## src/rtl/ahb_router_ds.sv

```systemverilog
// AHB-Lite 1:N router with address decode, registered data-phase select and a built-in error (default) slave.
// Latency: mapped slaves add zero wait states; an unmapped NONSEQ/SEQ costs one wait state (two-cycle ERROR).
// Backpressure: the data-phase owner's HREADYOUT is returned to the master; select only advances when hready is high.
module ahb_router_ds #(
  parameter int slv_c = 4,
  parameter int aw    = 32,
  parameter int dw    = 32,
  parameter int ecw   = 8
) (
  input  logic                         hclk,
  input  logic                         hreset,
  input  logic [slv_c-1:0][aw-1:0]     haddr_base,
  input  logic [slv_c-1:0][aw-1:0]     haddr_mask,
  input  logic [aw-1:0]                haddr,
  input  logic [dw-1:0]                hwdata,
  input  logic                         hwrite,
  input  logic [1:0]                   htrans,
  input  logic [2:0]                   hsize,
  input  logic [2:0]                   hburst,
  output logic [dw-1:0]                hrdata,
  output logic [1:0]                   hresp,
  output logic                         hready,
  output logic [slv_c-1:0][aw-1:0]     haddr_s,
  output logic [slv_c-1:0][dw-1:0]     hwdata_s,
  output logic [slv_c-1:0]             hwrite_s,
  output logic [slv_c-1:0][1:0]        htrans_s,
  output logic [slv_c-1:0][2:0]        hsize_s,
  output logic [slv_c-1:0][2:0]        hburst_s,
  output logic [slv_c-1:0]             hsel_s,
  input  logic [slv_c-1:0][dw-1:0]     hrdata_s,
  input  logic [slv_c-1:0][1:0]        hresp_s,
  input  logic [slv_c-1:0]             hready_s,
  output logic [ecw-1:0]               err_cnt,
  output logic [aw-1:0]                err_addr
);

  localparam logic [1:0] RESP_OKAY  = 2'b00;
  localparam logic [1:0] RESP_ERROR = 2'b01;

  typedef enum logic [1:0] {
    DS_IDLE = 2'b00,
    DS_ERR1 = 2'b01,
    DS_ERR2 = 2'b10
  } ds_state_t;

  logic [slv_c-1:0] match;
  logic             def_sel;
  logic [slv_c:0]   dsel_q, dsel_d;
  ds_state_t        ds_state_q, ds_state_d;
  logic [ecw-1:0]   err_cnt_q, err_cnt_d;
  logic [aw-1:0]    err_addr_q, err_addr_d;
  logic             ds_ready;
  logic [1:0]       ds_resp;
  logic             new_err;

  // Window match per slave: masked address equals the programmed base.
  always_comb begin
    match = '0;
    for (int i = 0; i < slv_c; i++) begin
      match[i] = ((haddr & haddr_mask[i]) == haddr_base[i]);
    end
  end

  // Priority select: lowest matching index wins; independent of htrans.
  always_comb begin
    hsel_s = '0;
    for (int i = slv_c - 1; i >= 0; i--) begin
      if (match[i]) begin
        hsel_s    = '0;
        hsel_s[i] = 1'b1;
      end
    end
  end

  assign def_sel = ~|match;

  // Broadcast the master's address-phase and write-data signals to every slave.
  always_comb begin
    for (int i = 0; i < slv_c; i++) begin
      haddr_s[i]  = haddr;
      hwdata_s[i] = hwdata;
      hwrite_s[i] = hwrite;
      htrans_s[i] = htrans;
      hsize_s[i]  = hsize;
      hburst_s[i] = hburst;
    end
  end

  // Data-phase owner advances only when the current data phase completes.
  always_comb begin
    dsel_d = dsel_q;
    if (hready) begin
      dsel_d = {def_sel, hsel_s};
    end
  end

  // Data-phase select register; all-zero means no transfer is owed.
  always_ff @(posedge hclk or posedge hreset) begin
    if (hreset) begin
      dsel_q <= '0;
    end else begin
      dsel_q <= dsel_d;
    end
  end

  // Default slave outputs are a pure function of its state (Moore).
  assign ds_ready = (ds_state_q != DS_ERR1);
  assign ds_resp  = (ds_state_q == DS_IDLE) ? RESP_OKAY : RESP_ERROR;

  // Response mux: route the owner's response; no owner reads as an idle OKAY.
  always_comb begin
    hrdata = '0;
    hresp  = RESP_OKAY;
    hready = 1'b1;
    for (int i = 0; i < slv_c; i++) begin
      if (dsel_q[i]) begin
        hrdata = hrdata_s[i];
        hresp  = hresp_s[i];
        hready = hready_s[i];
      end
    end
    if (dsel_q[slv_c]) begin
      hrdata = '0;
      hresp  = ds_resp;
      hready = ds_ready;
    end
  end

  // An accepted active transfer (NONSEQ/SEQ) that decodes to no slave.
  assign new_err = hready & def_sel & htrans[1];

  // Default slave next state, error counter and faulting address capture.
  always_comb begin
    ds_state_d = ds_state_q;
    err_cnt_d  = err_cnt_q;
    err_addr_d = err_addr_q;
    case (ds_state_q)
      DS_IDLE: begin
        if (new_err) begin
          ds_state_d = DS_ERR1;
          err_addr_d = haddr;
        end
      end
      DS_ERR1: begin
        ds_state_d = DS_ERR2;
      end
      DS_ERR2: begin
        if (err_cnt_q != {ecw{1'b1}}) begin
          err_cnt_d = err_cnt_q + {{(ecw-1){1'b0}}, 1'b1};
        end
        if (new_err) begin
          ds_state_d = DS_ERR1;
          err_addr_d = haddr;
        end else begin
          ds_state_d = DS_IDLE;
        end
      end
      default: begin
        ds_state_d = DS_IDLE;
      end
    endcase
  end

  // Default slave state and error status registers.
  always_ff @(posedge hclk or posedge hreset) begin
    if (hreset) begin
      ds_state_q <= DS_IDLE;
      err_cnt_q  <= '0;
      err_addr_q <= '0;
    end else begin
      ds_state_q <= ds_state_d;
      err_cnt_q  <= err_cnt_d;
      err_addr_q <= err_addr_d;
    end
  end

  assign err_cnt  = err_cnt_q;
  assign err_addr = err_addr_q;

endmodule

```

## config.mk

```make
export PLATFORM = sky130hd
export DESIGN_NAME = ahb_router_ds
export DESIGN_NICKNAME = d
export VERILOG_FILES = /design/src/rtl/ahb_router_ds.sv
export SDC_FILE = /design/constraint.sdc
export NUM_CORES = 1
export LEC_CHECK = 0
export ABC_AREA = 1
export BUFFER_PORTS_ARGS = -buffer_cell sky130_fd_sc_hd__buf_2
export CORE_AREA = 2 2 329 331
export CTS_CLUSTER_SIZE = 25
export DETAILED_ROUTE_END_ITERATION = 10
export DIE_AREA = 0 0 331 333
export PLACE_DENSITY = 0.33
export SYNTH_ARGS = -nofsm -noshare
export SYNTH_HDL_FRONTEND = slang
export SYNTH_SLANG_ARGS = --single-unit
```

## constraint.sdc

```tcl
create_clock -name hclk -period 2 [get_ports hclk]
set_input_delay 0.1 -clock hclk [delete_from_list [all_inputs] [get_ports hclk]]
set_output_delay 0.1 -clock hclk [all_outputs]
set_load 0.03 [all_outputs]
```

### Word-level counts from Yosys, hierarchy flattened

Cells that the tools add are included.

| cells by class | value |
|---|---|
| reduce and logical (&&, ||, !) cells | 6 |
| muxes and demuxes | 23 |
| bitwise operators | 6 |
| add/subtract/negate cells | 1 |
| eq/ne operators | 9 |

Operators by type and width:

| cell | count |
|---|---|
| $mux 32 | 5 |
| $and 32x32->32 | 4 |
| $eq 32x32->1 | 4 |
| $mux 4 | 4 |
| $mux 2 | 6 |
| $add 8x1->8 const B | 1 |
| $ne 8x8->1 const B | 1 |
| $mux 1 | 7 |
| $pmux 2 s3 | 1 |
| $reduce_and 2->1 | 2 |
| $reduce_or 4->1 | 1 |
| $and 1x1->1 | 2 |
| $eq 2x1->1 const B | 1 |
| $eq 2x2->1 const B | 1 |
| $logic_not 2->1 | 1 |
| $ne 2x1->1 const B | 1 |
| $ne 2x2->1 const B | 1 |
| $reduce_or 2->1 | 1 |
| $logic_not 1->1 | 1 |

| storage, ports and cells | value |
|---|---|
| bits of input ports | 471 |
| output and inout port bits | 371 |
| bits in registers | 47 |
| logic and storage cells | 49 |

### Logic depth before layout (Yosys ltp)

| logic depth | value |
|---|---|
| depth after elaboration | 9 |
| mapped depth | 16 |
| mapped depth without buffers | 14 |

### Least setup slack after synthesis

Ideal clock, no wire load.

| timing | value |
|---|---|
| path type | register to output |
| start point | reg dsel_q[1] |
| end point | out hrdata[1] |
| slack | 0.120 ns |
| path buffers | 2 |
| data required time | 1.900 ns |
| arrival | 1.780 ns |
| cell stages (with the launch flop) | 8 |
| path through | dfrtp_1 -> buf_6 -> nor2_1 -> clkbuf_1 -> a22oi_1 -> nand2_1 -> o21ai_0 -> a21oi_1 |

| between the ends | value |
|---|---|
| cells in the longest elaborated chain, start to end | 4 |

RTL lines:

| item | RTL line | RTL |
|---|---|---|
| start: declaration | 48 | `logic [slv_c:0] dsel_q, dsel_d;` |
| start signal: assignment | 102 | `dsel_q <= dsel_d;` |
| $mux 32 (3 in series) | 116 | `if (dsel_q[i]) begin` |
| $mux 32 | 122 | `if (dsel_q[slv_c]) begin` |
| end: declaration | 20 | `output logic [dw-1:0] hrdata,` |

No other way between the ends.

### Worst setup path in the final report

| timing | value |
|---|---|
| start point | reg dsel_q[1] |
| end point | reg err_addr_q[10] (netlist: err_addr[10]) |

| between the ends | value |
|---|---|
| cells in the longest elaborated chain, start to end | 7 |

RTL lines:

| item | RTL line | RTL |
|---|---|---|
| $mux 1 (3 in series) | 116 |  |
| $mux 1 | 122 |  |
| $and 1x1->1 (2 in series) | 130 | `assign new_err = hready & def_sel & htrans[1];` |
| $reduce_and 2->1 (no source line) | - |  |
| end signal: assignment | 173 | `err_addr_q <= err_addr_d;` |
| end: declaration | 51 | `logic [aw-1:0] err_addr_q, err_addr_d;` |

No other way between the ends.
A chain may end at the register's enable or synchronous reset.

==> key figures <==
Setup path
  • CP startpoint kind: flop
  • CP max stage delay: 0.48 ns
  • Crit-path max FO: 8
  • CP arrival: 2.26 ns
  • Crit path cell chain: inv_2 -> nor2_2 -> o21ai_2 -> nand3_2 -> a21boi_4 -> buf_6 -> nand3_4 -> nor2_4 -> buf_12 -> clkbuf_16 -> nand4_1 -> nand2_1
  • Worst setup EP type: flop
  • WP data required: 2.28 ns
  • Slowest-stage cell, CP: dfrtp_2
  • Kind of critical path: reg2reg

Routing
  • WL per Instance: 18.9 µm
  • Detailed Route WL: 63.3 mm
  • DRT Pass-1 Iters: 5
  • Initial DRC Count: 370
  • Remaining antenna violation count: 0
  • Via density: 3.23
  • Vias post-DR: 10.8k
  • Remaining DRCs: 0

Global routing
  • GR Layer Usage met3: under 10%
  • Gr usage total: 10.7%
  • Met1 usage: 12.1%
  • First-pass GRT wire length: 80.5 mm
  • Remaining global-route overflow: 0
  • Vias in the first global route: 10.3k
  • M2 GR Usage: between 10% and 20%
  • Most Crowded Layer GR: met2
  • Largest net degree at the start of global routing: 67
  • Initial antenna violation count: 28

Worst hold path
  • Tightest Hold Check Type: in2reg

Yosys
  • Synth area leaders: buf_4 25%, nand2_1 22%, dfrtp_1 14%
  • Flops & latches, synth: 47
  • Mapped Cells: about 1.5k
  • Share of the synthesized area in the top cell type: roughly a quarter
  • Sequential share of the synthesized area: 13.6%
  • Syn Area/Cell: approximately 5.8 µm²
  • Library cells used by synthesis: 33
  • Cell taking the most area after synthesis: buf_4
  • Synth Warn #: 0
  • Synthesized area: 8650 µm²
  • Syn nets: 1972

Floorplan
  • Die height: 333 µm
  • Die area: 110000 µm²
  • CORE AREA: 107000 µm²
  • Die width: 331 µm
  • Initial core utilization: 8.12%
  • Placement Rows: 120
  • Io pins: 842

Timing
  • Worst Tran Pin Value: approximately 0.46 ns
  • Slew Viols, Final: 0
  • Max-slew headroom: 69.3%
  • Setup violators final: 0
  • Unrepaired setup endpoints after global routing: true
  • Minimum clock period: 1.98 ns
  • Hold Fails Final Rpt: 0
  • Period utilization: 98.8%
  • Setup Skew: ~0.013 ns
  • Fmax: 506 MHz

Power and ir drop
  • Peak supply drop: 0.310 mV
  • Pleak: 7.08 nW
  • Power per cell area: around 480 nW/µm²

Cells and area
  • Final std cells w/o fill: 3339
  • Layout cells sized above 1: 45.5%
  • Multi-input logic area: between 4000 and 5000 µm²
  • Design area: 13300 µm²
  • Fill cells: 12.6k
  • Most common cell after layout, fill and taps aside: buf_2
  • Seq. cell area: 1180 µm²
  • Most frequent cells in the layout: 594 x buf_2, 493 x nand2_1, 125 x buf_4
  • Area Growth Syn to Fin: 53.8%
  • Layout Nets: 2399

CTS
  • Htree depth: 2
  • Clock transition at path regs: 0.09 ns
  • Number of buffers created by CTS: 5
  • Clock Sinks: 47
  • CTS tree: yes
  • Max Buffers Root-to-Sink: 2
  • Clock latency on the worst-skew pair: about 0.34 ns
  • CTS Root Cell: clkbuf_16

Outcome
  • Status: complete, no violations

Place
  • Area of placed instances: 12200 µm²
  • HPWL Detailed: around 54 mm
  • Final GP Congestion: 0.754
  • PortBufs: 641
  • Placed cell count: 3302

Flow run
  • MaxCap Viol Count: 0
-- state kept, by name, indices dropped and copies added, names as in the netlist --
register / cells
dsel_q: 5
err_addr: 32
ds_state_q: 2
err_cnt: 8
-- layer usage --
metal,up-vias,part of all wire [%]
met4,30,1.0
met1,4759,41
met5,-,0.47
li1,5364,-
met2,545,48
met3,73,10
-- worst max-delay path, delay by kind of cell, from the launching register on --
kind	cells	cell delay, ns
buf+inv	4	0.58
simple gates	6	0.51
flops	1	0.48
compound gates	2	0.34
-- cells by family (layout without fill, tap and decap cells) --
group / count (synthesis) / count (layout) / share of synthesized area (%)
buf+inv: 467 / 895 / 34.0
other cells: 0 / 8 / 0
compound gates: 146 / 146 / 9.69
fa+ha+maj: 1 / 1 / 0.145
flops: 47 / 47 / 13.6
xor+xnor: 11 / 11 / 1.11
simple gates: 828 / 828 / 41.4
-- power breakdown --
| part | internal [mW] | switching (mW) | total (mW) |
|---|---|---|---|
| sequential | 1.20 | 0.198 | 1.40 |
| combinational | 1.40 | 2.61 | 4.01 |
| clock | 0.471 | 0.567 | 1.04 |
| total | 3.07 | 3.38 | 6.45 |
-- through the flow --
step           util [%]  setup WS (ns)  total power [mW]  hold slack (ns)  TNS [ns]
3_3_place_gp       11.4         -0.440              5.20            0.200    -16.13
2_1_floorplan         -          0.120              3.97            0.332         0
4_1_cts            12.0        -0.0707              6.46           0.0577    -0.500
3_5_place_dp       11.4         -0.462              5.19            0.200    -16.50
6_report           12.5         0.0249              6.45           0.0563         0
5_1_grt            12.5         -0.111              7.01           0.0452     -2.88
-- path summary, 6_finish.rpt --
path	startpoint	to	slack, ns	cells after the start
worst max-delay path	dsel_q[1]	err_addr[10]	0.02	12
worst min-delay path	haddr[9]	err_addr[9]	0.06	3
worst max register to register	dsel_q[1]	err_addr[10]	0.02	12
worst min register to register	err_addr[14]	err_addr[14]	0.47	2
max in group asynchronous	hreset	dsel_q[1]	1.28	4
min in group asynchronous	hreset	ds_state_q[0]	0.36	4
-- Yosys cell counts (all sizes together) --
cell	count
o21ai	74
nand3b	43
a211oi	1
inv	105
and2	2
nor2	105
a21boi	1
a22oi	34
xnor2	3
nand2	513
nor3	3
o31ai	1
clkinv	1
nand4	48
or2	3
nand3	111
a21oi	35
buf	332
clkbuf	29
ha	1
dfrtp	47
xor2	8
-- repair_timing --
item | 4_1_cts | 5_1_grt
resized for setup | 116 | 96
hold buffers | 1 | 0
pin swaps | 10 | 49
endpoints found under the hold margin | 47 | 0
setup endpoints to repair | 68 | 68
buffers inserted | 5 | 7
gates cloned | 4 | 5
-- final cells by class --
class	instances	share of cell area, %
diodes	8	0.150
inverters	106	3.00
clock buffers	5	0.940
repair buffers	781	36.9
clock inverters	3	0.141
flip-flops and latches	47	8.85
well taps	1403	13.2
multi-input cells	986	36.8
(Power assumes the default switching activity.)
